File: config.mk
export PLATFORM = sky130hd
export DESIGN_NAME = x_delay_line_ctrl
export DESIGN_NICKNAME = d
export VERILOG_FILES = /design/src/rtl/x_delay_line_ctrl.sv
export SDC_FILE = /design/constraint.sdc
export NUM_CORES = 1
export LEC_CHECK = 0
export ABC_AREA = 0
export BUFFER_PORTS_ARGS = -buffer_cell sky130_fd_sc_hd__clkbuf_2
export CORE_MARGIN = 2
export CORE_UTILIZATION = 49
export DETAILED_ROUTE_END_ITERATION = 16
export PLACE_DENSITY = 0.78
export SYNTH_ARGS = -nofsm -noshare
export SYNTH_HDL_FRONTEND = slang
export SYNTH_SLANG_ARGS = --single-unit
export TNS_END_PERCENT = 10
File: constraint.sdc
create_clock -name i_clk -period 7.5 [get_ports i_clk]
set_clock_uncertainty 0.2 [all_clocks]
set_input_delay 1.5 -clock i_clk [delete_from_list [all_inputs] [get_ports i_clk]]
set_output_delay 1.5 -clock i_clk [all_outputs]
set_load 0.01 [all_outputs]
File: src/rtl/x_delay_line_ctrl.sv
`default_nettype none
// ============================================================================
//  Module   : x_delay_line_ctrl
//  Purpose  : Measurement sequencer for a tapped delay line. On request it
//             enables the line, waits a settle period, then captures 2^n
//             snapshots. Each snapshot is decoded into an edge position, and
//             min/max/sum/bubble-count are reported on a valid/ready port.
//  Ports    : i_clk, i_rst_n (async, active-low)
//             i_req, i_abort, i_cfg_log2n[2:0]      - run control
//             i_dl_data[W-1:0], o_dl_en             - delay-line side
//             o_busy, o_valid, i_ready              - status / result handshake
//             o_min, o_max [PW-1:0], o_sum [PW+6:0],
//             o_bubbles [7:0]                       - result
//  Revision : 1.0  initial release
// ============================================================================
module x_delay_line_ctrl #(
  parameter int W      = 32,
  parameter int SETTLE = 4,
  localparam int PW    = $clog2(W + 1)
) (
  input  logic          i_clk,
  input  logic          i_rst_n,
  input  logic          i_req,
  input  logic          i_abort,
  input  logic [2:0]    i_cfg_log2n,
  input  logic [W-1:0]  i_dl_data,
  output logic          o_dl_en,
  output logic          o_busy,
  output logic          o_valid,
  input  logic          i_ready,
  output logic [PW-1:0] o_min,
  output logic [PW-1:0] o_max,
  output logic [PW+6:0] o_sum,
  output logic [7:0]    o_bubbles
);

  // Counter must cover both the settle period and the largest run (128).
  localparam int CW = ($clog2(SETTLE) > 7) ? $clog2(SETTLE) : 7;

  typedef enum logic [1:0] {
    S_IDLE   = 2'd0,
    S_SETTLE = 2'd1,
    S_SAMPLE = 2'd2,
    S_DONE   = 2'd3
  } state_e;

  state_e          state_q;
  logic [W-1:0]    d_q;
  logic [CW-1:0]   cnt_q;
  logic [6:0]      nm1_q;      // N-1 for the current run
  logic            dl_en_q;
  logic            busy_q;
  logic            valid_q;
  logic [PW-1:0]   min_q;
  logic [PW-1:0]   max_q;
  logic [PW+6:0]   sum_q;
  logic [7:0]      bub_q;

  logic [PW-1:0]   pos_d;
  logic [W-2:0]    trans_d;
  logic            bubble_d;

  // Edge position: lowest tap differing from tap 0. Scanning downwards lets
  // the lowest match win; no match means the edge is beyond the line.
  always_comb begin
    pos_d = PW'(W);
    for (int i = W - 1; i >= 1; i--) begin
      if (d_q[i] != d_q[0]) pos_d = PW'(i);
    end
  end

  // A clean thermometer has at most one adjacent-bit transition; clearing
  // the lowest set bit leaves something only if there were two or more.
  assign trans_d  = d_q[W-1:1] ^ d_q[W-2:0];
  assign bubble_d = (trans_d & (trans_d - {{(W-2){1'b0}}, 1'b1})) != '0;

  always_ff @(posedge i_clk or negedge i_rst_n) begin
    if (!i_rst_n) begin
      state_q <= S_IDLE;
      d_q     <= '0;
      cnt_q   <= '0;
      nm1_q   <= '0;
      dl_en_q <= 1'b0;
      busy_q  <= 1'b0;
      valid_q <= 1'b0;
      min_q   <= '0;
      max_q   <= '0;
      sum_q   <= '0;
      bub_q   <= '0;
    end else begin
      d_q <= i_dl_data;
      if (i_abort && (state_q != S_IDLE)) begin
        // Abort wins over everything; result registers keep their values.
        state_q <= S_IDLE;
        dl_en_q <= 1'b0;
        busy_q  <= 1'b0;
        valid_q <= 1'b0;
      end else begin
        case (state_q)
          S_IDLE: begin
            if (i_req && !i_abort) begin
              state_q <= S_SETTLE;
              nm1_q   <= 7'((8'd1 << i_cfg_log2n) - 8'd1);
              cnt_q   <= '0;
              min_q   <= '1;
              max_q   <= '0;
              sum_q   <= '0;
              bub_q   <= '0;
              dl_en_q <= 1'b1;
              busy_q  <= 1'b1;
            end
          end
          S_SETTLE: begin
            if (cnt_q == CW'(SETTLE - 1)) begin
              state_q <= S_SAMPLE;
              cnt_q   <= '0;
            end else begin
              cnt_q <= cnt_q + 1'b1;
            end
          end
          S_SAMPLE: begin
            if (pos_d < min_q) min_q <= pos_d;
            if (pos_d > max_q) max_q <= pos_d;
            sum_q <= sum_q + {7'd0, pos_d};
            if (bubble_d && (bub_q != 8'hFF)) bub_q <= bub_q + 1'b1;
            if (cnt_q == CW'(nm1_q)) begin
              state_q <= S_DONE;
              dl_en_q <= 1'b0;
              valid_q <= 1'b1;
            end else begin
              cnt_q <= cnt_q + 1'b1;
            end
          end
          S_DONE: begin
            if (i_ready) begin
              state_q <= S_IDLE;
              valid_q <= 1'b0;
              busy_q  <= 1'b0;
            end
          end
          default: begin
            state_q <= S_IDLE;
            dl_en_q <= 1'b0;
            busy_q  <= 1'b0;
            valid_q <= 1'b0;
          end
        endcase
      end
    end
  end

  assign o_dl_en   = dl_en_q;
  assign o_busy    = busy_q;
  assign o_valid   = valid_q;
  assign o_min     = min_q;
  assign o_max     = max_q;
  assign o_sum     = sum_q;
  assign o_bubbles = bub_q;

endmodule
`default_nettype wire

==> impl_metrics.toml <==
[run_status]
outcome = "complete, no violations"

[die]
row_count = 38
io_pins = 76
die_h_um = 109
die_x_um = 109
start_util = 0.501
core-area_mm2 = 0.0108
die-area_mm2 = 0.0119

[placement]
place.gp.congestion = 0.925
place_hpwl_mm = 9.63
numPortBuffers = 75

[synthesis]
synth_compound_area_frac = 0.233
synth_edf_count = 0
yosys.cell_types.count = 71
ys_seq_area_frac = 0.387
synth_flop_cell = "dfrtp_1"
synthSimpleGateAreaFrac = 0.212
synth-adder-area-share = 0.0567
synthCells = 630
syn_area_mm2 = 0.00543
synth_mux_area_frac = 0.0187
synth-seq-cells = 84
synth_area_per_cell_um2 = 8.61
async_flop_share = 1.00
synth_xor_area_frac = 0.0339
ys_warn_count = 0
syn_nets = 694
synth_top_family_by_area = "compound AO/OA/AOI/OAI gates"

[cts]
cts-root-buf = "clkbuf_8"
cts_setup_buffers = 0
clkSlewWorstSetupHoldPaths_ns = 0.10
clkSinkCount = 84
cts_buffers = 9
ctsHoldBuffers = 0
cts-resized-gates = 0
cts_max_level = 3
clockBufferDepth = 2
clock_latency_ns = 0.39
cts_tree = "done"

[global_routing]
grt_max_degree = 65
grt.overflow.total = 0
first_global_vias = 4567
antenna_found_initial = 0
grt_usage = 0.237
grt_pass1_wl_mm = 22.1

[sta]
clock.fmax_mhz = 202
hold_viol = 0
setup_viol = 0
slew_headroom = 0.298
rsz0062_at_grt = "no"
finalMaxSlewViolations = 0
period_share = 0.659
layout_min_cycle_time_ns = 4.94
holdWs_ns = 0.311
tns_ns = 0
tightest_slew_ns = 1.05

[detailed_routing]
vias = 4905
drt_iter0_drc = 370
post_drt_wl_per_cell_um = 16.2
via_per_inst = 5.95
wl_met2_mm = 6.61
dr.pass1.iters = 5
postRouteWirelength_mm = 13.3
antenna_left = 0
drc = 0
top_layer = "met4"
wl_met3_um = 762
wl_met1_mm = 5.71

[pwr]
p_leak_nw = 2.79
powerDensity_mw_per_mm2 = 235
ir_drop_mv = 0.146
p_total_mw = 1.42

[final_layout]
finalNetCount = 743
multiInputGateArea_mm2 = 0.00301
nFillCells = 987
final_cell_mix = "dfrtp_1, clkbuf_2, nor2_1, o21ai_0, nand2_1"
drive_above_1_share = 0.156
final_common_cell = "dfrtp_1"
syn2layout_area_growth_pct = 11.5
seq_area_mm2 = 0.00210
diodes = 0

[hold_path]
hold_path_class = "register to register"

[worst_setup_path]
worst_setup_path_end_kind = "register"
crit_fanout = 51
cp-start-kind = "register"
arrival_ns = 4.99
critPathKind = "register to register"
critical_path_required_ns = 7.54

[run]
max-cap-violations = 0
[cells by family (layout without fill, tap and decap cells)]
group,after synthesis,after routing
AOI/OAI and AO/OA,190,190
buffers and inverters,77,131
adders and majority gates,24,24
DFF,84,84
xor gates and xnor gates,21,21
and+or+nand+nor,224,224
muxes,10,10
[cell type report]
class	count	share of cell area
Clock buffer	9	0.0205
Sequential cell	84	0.347
Multi-Input combinational cell	469	0.498
Tap cell	140	0.0289
Timing Repair Buffer	77	0.0649
Inverter	38	0.0236
Clock inverter	7	0.0172
[cells in the mapped netlist (7+ instances only)]
library cell	count	area [um^2]
a211oi_1	7	52.6
dfrtp_1	84	2100
a2bb2oi_1	8	70.1
xnor2_1	10	87.6
or3_1	9	56.3
nand3_1	34	170
and3_1	13	81.3
inv_1	38	143
xor2_1	11	96.3
o21ai_1	7	35.0
nand2b_1	8	50.1
clkbuf_1	31	116
nor2b_1	8	50.1
or2_2	7	43.8
o21ai_0	44	220
nor2_1	51	191
nor4_1	7	43.8
ha_1	23	288
nand2_1	42	158
a21oi_1	40	200
mux2i_1	9	90.1
nand4_1	8	50.1
nor3_1	15	75.1
a31oi_1	8	50.1
[registers in the layout, indices dropped and copies added (netlist names)]
name,count
cnt_q,7
o_valid,1
o_dl_en,1
o_sum,13
d_q,32
o_busy,1
o_max,6
nm1_q,7
o_bubbles,8
o_min,6
state_q,2
[layer usage]
layer | global-route usage | up-vias
met2 | 0.384 | 149
met1 | 0.311 | 2335
met3 | 0.0568 | 19
met4 | 0.0823 | 0
met5 | 0 | -
li1 | - | 2402
[worst paths after layout]
path,startpoint,endpoint,slack (ns),depth (start not counted)
worst max-delay path,d_q[0],o_min[5],2.56,12
worst min-delay path,nm1_q[2],nm1_q[2],0.31,2
worst max register to register,d_q[0],o_min[5],2.56,12
worst min register to register,nm1_q[2],nm1_q[2],0.31,2
max in group asynchronous,i_rst_n,d_q[21],5.25,2
min in group asynchronous,i_rst_n,d_q[22],0.79,1
[per-stage QoR]
| step | worst slack, ns | instances | util | instance area [um^2] |
|---|---|---|---|---|
| 2_1_floorplan | 3.32 | 630 | - | 5430 |
| 3_3_place_gp | 2.77 | 808 | 0.537 | 5820 |
| 3_5_place_dp | 2.61 | 808 | 0.537 | 5820 |
| 4_1_cts | 2.61 | 824 | 0.558 | 6050 |
| 5_1_grt | 2.19 | 824 | 0.558 | 6050 |
| 6_report | 2.56 | 824 | 0.558 | 6050 |
[worst max-delay path: stages (launching register included)]
cell	delay (ns)
dfrtp_1	0.36
buf_4	0.27
or3_4	0.45
o22a_1	0.20
nor4_2	0.83
a21boi_0	0.70
ha_1	0.28
a21o_1	0.10
a211oi_1	0.09
o21a_1	0.13
a41oi_1	0.67
nand2_1	0.32
a2bb2oi_1	0.22
[power breakdown]
part	internal (mW)	leakage, nW	switching, mW	total (mW)
Sequential	0.522	1.05	0.0870	0.609
Clock	0.192	0.108	0.181	0.373
Combinational	0.182	1.63	0.258	0.440
Total	0.896	2.79	0.526	1.42
Power figures use the tool's default switching activity.
